[config.mk]
export PLATFORM = sky130hd
export DESIGN_NAME = ldst_controller
export DESIGN_NICKNAME = d
export VERILOG_FILES = /design/src/rtl/ldst_controller.sv
export SDC_FILE = /design/constraint.sdc
export NUM_CORES = 1
export LEC_CHECK = 0
export CAP_MARGIN = 20
export CORE_MARGIN = 1
export CORE_UTILIZATION = 38
export DETAILED_ROUTE_END_ITERATION = 7
export PLACE_DENSITY = 0.74
export SETUP_SLACK_MARGIN = 0.3
export SYNTH_ARGS = -nofsm -noshare
export SYNTH_HDL_FRONTEND = slang
export SYNTH_SLANG_ARGS = --single-unit
[constraint.sdc]
create_clock -name clk -period 1.5 [get_ports clk]
set_input_delay 0.15 -clock clk [delete_from_list [all_inputs] [get_ports clk]]
set_output_delay 0.15 -clock clk [all_outputs]
set_load 0.01 [all_outputs]
[src/rtl/ldst_controller.sv]
// ldst_controller: sequences one LD/ST request at a time between decode, the register file and RAM
module ldst_controller #(
  parameter int DATA_W  = 8,
  parameter int MEM_LAT = 1,
  parameter int CNT_W   = 8
) (
  input  logic              clk,
  input  logic              rst,
  input  logic              req_valid,
  output logic              req_ready,
  input  logic              req_is_store,
  input  logic [1:0]        req_rb_sel,
  input  logic [3:0]        req_offset,
  output logic [1:0]        rf_rd_sel,
  input  logic [DATA_W-1:0] rf_rd_data,
  output logic              rf_wr_en,
  output logic [1:0]        rf_wr_sel,
  output logic [DATA_W-1:0] rf_wr_data,
  output logic [DATA_W-1:0] mem_addr,
  output logic              mem_we,
  output logic [DATA_W-1:0] mem_wdata,
  input  logic [DATA_W-1:0] mem_rdata,
  output logic              busy,
  output logic              done,
  output logic [CNT_W-1:0]  ld_count,
  output logic [CNT_W-1:0]  st_count
);
  localparam logic [2:0] IDLE      = 3'd0;
  localparam logic [2:0] RF_READ   = 3'd1;
  localparam logic [2:0] MEM_WRITE = 3'd2;
  localparam logic [2:0] MEM_READ  = 3'd3;
  localparam logic [2:0] WRITEBACK = 3'd4;
  logic [2:0]        state;
  logic [2:0]        state_nxt;
  logic [1:0]        rb_sel;
  logic [DATA_W-1:0] addr;
  logic [2:0]        wait_cnt;
  logic              accept;
  logic              last_wait;
  assign req_ready = (state == IDLE) & ~rst;
  assign accept    = req_valid & req_ready;
  assign last_wait = wait_cnt == 3'(MEM_LAT - 1);
  assign busy      = state != IDLE;
  assign rf_rd_sel = rb_sel;
  assign mem_addr  = busy ? addr : '0;
  // strobes are gated with rst so an aborted operation never writes
  assign mem_we     = (state == MEM_WRITE) & ~rst;
  assign rf_wr_en   = (state == WRITEBACK) & ~rst;
  assign done       = mem_we | rf_wr_en;
  assign rf_wr_sel  = (state == WRITEBACK) ? rb_sel : 2'd0;
  assign rf_wr_data = (state == WRITEBACK) ? mem_rdata : '0;
  always_comb begin
    state_nxt = (state == IDLE)     ? (accept ? (req_is_store ? RF_READ : MEM_READ) : IDLE) :
                (state == RF_READ)  ? MEM_WRITE :
                (state == MEM_READ) ? (last_wait ? WRITEBACK : MEM_READ) :
                IDLE;
  end
  always_ff @(posedge clk) begin
    if (rst) begin
      state     <= IDLE;
      rb_sel    <= 2'd0;
      addr      <= '0;
      wait_cnt  <= 3'd0;
      mem_wdata <= '0;
      ld_count  <= '0;
      st_count  <= '0;
    end else begin
      state <= state_nxt;
      if (accept) begin
        rb_sel   <= req_rb_sel;
        addr     <= {{(DATA_W-4){req_offset[3]}}, req_offset};
        wait_cnt <= 3'd0;
      end
      if (state == MEM_READ) wait_cnt <= wait_cnt + 3'd1;
      if (state == RF_READ) mem_wdata <= rf_rd_data;
      if (state == MEM_WRITE) st_count <= st_count + 1'b1;
      if (state == WRITEBACK) ld_count <= ld_count + 1'b1;
    end
  end
endmodule

# After elaboration in Yosys (flattened, before gate mapping)
# Index checks and enable logic that the tools add are counted.
# Widths: inputs -> output; s select.
word_totals:
  word_cells: 35
  input_bits: 26
  out_inout_bits: 49
  regBits: 36
classes:
  addsub: 3
  n_reduce_logical: 4
  muxes: 11
  eq_ne: 4
  bitwise: 6
ops:
  columns: ["operator", "count"]
  rows:
  - ["$mux 3", 6]
  - ["$add 8x1->8 const B", 2]
  - ["$mux 8", 2]
  - ["$eq 3x2->1 const B", 2]
  - ["$logic_not 3->1", 2]
  - ["$mux 2", 3]
  - ["$and 1x1->1", 4]
  - ["$add 3x1->3 const B", 1]
  - ["$eq 3x1->1 const B", 1]
  - ["$eq 3x3->1 const B", 1]
  - ["$reduce_bool 3->1", 1]
  - ["$reduce_bool 2->1", 1]
  - ["$not 1->1", 1]
  - ["$or 1x1->1", 1]

# Logic depth before layout (Yosys ltp)
depth:
  ltp_word: 5
  ltp_mapped: 5
  mapped_depth_nobuf: 5

# Least setup slack after synthesis
# No wires, ideal clock.
synth_path:
  kind: "register to register"
  from: "reg state[1]"
  to: "reg st_count[6]"
  path_buffers: 1
  stages_incl_launch_ff: 5
  setup_time_ns: 0.070
  slack_ns: -0.041
  t_required_ns: 1.430
  arrival_time_ns: 1.472
  synth_period_minus_slack_ns: 1.541
  cell_sequence: "dfxtp_1 or3b_1 buf_4 or4_1 a21oi_1"
synth_via:
  elab_chain_len: 1
synth_rtl:
  columns: ["item", "line", "rtl"]
  rows:
  - ["start, declared", "33", "logic [2:0] state;"]
  - ["start signal, assigned", "68", "state <= state_nxt;"]
  - ["$eq 3x2->1", "76", "if (state == MEM_WRITE) st_count <= st_count + 1'b1;"]
  - ["end signal, assigned", "76", null]
  - ["end, declared", "26", "output logic [CNT_W-1:0] st_count"]
# Every way passes these cells.
# A chain may end at the register's enable or synchronous reset.

# Worst setup path in the final report
layout_path:
  from: "reg state[1]"
  to: "out mem_addr[0]"
layout_via:
  elab_chain_len: 2
layout_rtl:
  columns: ["item", "line", "rtl"]
  rows:
  - ["$reduce_bool 3->1", "43", "assign busy = state != IDLE;"]
  - ["$mux 8", "45", "assign mem_addr = busy ? addr : '0;"]
  - ["end, declared", "19", "output logic [DATA_W-1:0] mem_addr,"]
# Every way passes these cells.

==> impl_metrics.toml <==
[pwr]
p_per_area_nw_per_um2 = 690
seqPwrFrac_pct = 46.7
p_leak_uw = 0.00137
irDropWorstVdd_mv = 0.555
switching_share_pct = 25.3
combinationalPowerShare_pct = 19.6
switchingPower_uw = 546
p_int_uw = 1610
pwr-share-clk_pct = 33.7

[logic_synthesis]
synth_seq_area_share_pct = 41.6
async_reset_ff_share_pct = 0
ys_top_cells_by_count = "36 x dfxtp_1, 24 x nor2_1, 14 x and2_1"
synth_cell_types = 37
synth_seq_cells = 36
syn_inst = 189
synth.most_common_cell = "dfxtp_1"
yosysTopAreaCell = "dfxtp_1"
synth_top_area_share_pct = 41.6
ys_top_cells_by_area = "dfxtp_1 42%, mux2_2 6.5%, mux2i_1 5.8%"
yosysWarnings = 0
synth_edf_count = 0
syn_area_per_cell_um2 = 9.16
syn_area_um2 = 1730
synth-main-ff-cell = "dfxtp_1"
synth_nets = 219

[detailed_routing]
vias_per_cell = 4.96
detailedRoute.firstPassIterationCount = 4
wl_um = 4760
drt_iter0_drc = 62
route.detailed.drc = 0
wl_per_cell_um = 13.8
num_vias = 1711
postRouteAntennaNets = 0

[floorplanning]
fp.dieH_um = 69.5
die_x_um = 69.5
initial_utilization_pct = 39.8
core_um2 = 4350
dieArea_um2 = 4830
num_rows = 24
boundaryPins = 75

[grt]
use_met2_pct = 33.7
top_usage_layer = "met2"
grt_start_max_net_pins = 18
antenna_found_initial = 0
first_global_vias = 1637
gr-total-overflow = 0
grt_util_all_layers_pct = 19.9
grt_pass1_wl_um = 7700
use_met1_pct = 24.8
grt_util_met3_pct = 5.96

[worst_setup_path]
path_delay_family = "simple AND/OR/NAND/NOR gates"
end_kind = "primary output"
slowest_delay_ns = 0.42
crit_path_frequent_cell = "buf_6"
crit_path_max_fanout = 4
path_class = "reg -> out"
worst-path-buf-inv = 2
worstPathArrival_ns = 1.46
slowest_stage = "or3_4"
crit_required_ns = 1.35
crit_chain = "or3_4 -> buf_6 -> and2_4 -> buf_6"
startpoint_type = "flop"

[cts]
cts_tree = "built"
h-tree-depth = 2
numCtsBuffers = 5
clock_sinks = 36
worstSkewPairLatency_ns = 0.29
clock-root-buffer = "clkbuf_8"
cts_buffer_depth = 2
cts-hold-fix-buffers = 0
clk_pin_slew_ns = 0.07

[finish]
final_util_pct = 71.7
layout.nets = 322
diodes = 0
syn2layout_area_growth_pct = 80.2
drive_gt1_share_pct = 45.4

[sta]
layout_setup_ws_ns = -0.106
finalSetupViolations = 33
finalMaxSlewViolations = 0
maxSlewHeadroom_pct = 80.4
fin_crit_sh_pct = 107
hold_violations = 0
finClkSkew_ns = 0.00611
max_freq_ghz = 0.623
fin_crit_ns = 1.61
tightest_slew_ns = 0.291
rsz0062_at_grt = "yes"

[outcome]
outcome = "finished with violations"
failed_checks = "setup timing"

[hold_path]
min_path_type = "in -> reg"

[placement]
port_buffers = 74
pre_cts_ws_ns = -0.165
gp_congestion = 0.748
hpwl_um = 3010

[flow_run]
cap_violations = 0
[area by class of cell]
type / instances / area [um^2]
multi-input combinational: 132 / 1110
sequential: 36 / 744
clock inverter: 2 / 10.0
fill: 314 / 1230
clock buffer: 6 / 82.6
tap: 52 / 65.1
inverter: 4 / 15.0
timing repair buffer: 113 / 1100
[cells by family after synthesis]
group,count (synthesis),synth area share (%)
and+or+nand+nor,83,27.6
DFF,36,41.6
buffers and inverters,21,5.85
AOI/OAI and AO/OA,20,7.23
muxes,20,12.3
xor gates and xnor gates,5,2.53
adders and majority gates,4,2.89
[cells in the final DEF, fill, tap and decap left out, types with 2 or more instances in the layout]
master           netlist  routed
a21oi_1               10       6
a21oi_2                0       4
and2_4                 0      13
buf_2                  3       5
buf_4                  5      16
buf_6                  0      40
clkbuf_8               0       6
clkdlybuf4s15_1        0       3
clkdlybuf4s50_1        0      25
clkinv_2               0       2
dfxtp_1               36      25
dfxtp_2                0       7
dfxtp_4                0       4
dlygate4sd2_1          0      21
ha_1                   4       3
inv_1                  4       4
mux2_2                10       8
mux2_4                 0       2
mux2i_1               10      10
nand2_1                3       2
nand2b_1               3       3
nand3_1                2       2
nand4_1                4       4
nand4b_1               2       2
nor2_1                24      21
nor2_4                 0       2
nor2b_1               11      11
nor3b_4                0       2
nor4_2                 0       2
o211ai_1               2       2
o31ai_1                5       3
o31ai_2                0       2
or3_4                  0       2
or4_1                  4       3
xnor2_2                0       2
xor2_1                 2       2
[flip-flops by register name, indices dropped and copies added, names as in the netlist]
name       flops
ld_count       8
mem_wdata      8
st_count       8
addr           4
state          3
wait_cnt       3
rf_rd_sel      2
[metal layers]
metal | vias up | wire [um]
met1 | 814 | 2090
met5 | - | 0
met4 | 0 | 42
met3 | 5 | 217
met2 | 39 | 2410
li1 | 853 | -
[worst register-to-register path, cell delays in order (launching register included)]
cell and delay, ns:
dfxtp_4 0.37, or3_4 0.42, buf_6 0.15, or2_4 0.28, mux2_2 0.29
[power by group through the flow]
stage               Combinational, uW  Sequential (uW)  Clock (uW)
floorplan                         160             1040           0
global placement                  335             1030           0
detailed placement                340             1030           0
CTS                               383             1010         733
global route                      451             1010         787
finish                            423             1010         725
[worst paths after layout]
kind / start / slack, ns / cells after the start / end
max: state[1]$_SDFF_PP0_ / -0.11 / 4 / mem_addr[0]
min: req_rb_sel[1] / 0.47 / 2 / rf_rd_sel[1]$_SDFFE_PP0P_
max reg2reg: state[1]$_SDFF_PP0_ / -0.10 / 4 / addr[3]$_SDFFE_PP0P_
min reg2reg: st_count[7]$_SDFFE_PP0N_ / 0.49 / 2 / st_count[7]$_SDFFE_PP0N_
[metrics by stage]
step	hold slack, ns	instance area (um^2)	std cells	setup TNS (ns)	total power [uW]
after floorplan	0.294	1810	189	0	1190
after global placement	0.474	2670	325	-3.25	1360
after detailed placement	0.481	2670	325	-3.83	1370
after CTS	0.461	2900	343	-1.86	2120
after global routing	0.469	3120	345	-3.64	2250
final	0.466	3120	345	-2.06	2150
[repair_timing]
item / 4_1_cts / 5_1_grt
setup buffers: 9 / 2
hold endpoints to repair: 0 / 0
pin swaps: 18 / 22
setup endpoints to repair: 84 / 63
gates resized for setup: 167 / 52
cloned: 1 / 0
Power figures use the tool's default switching activity.
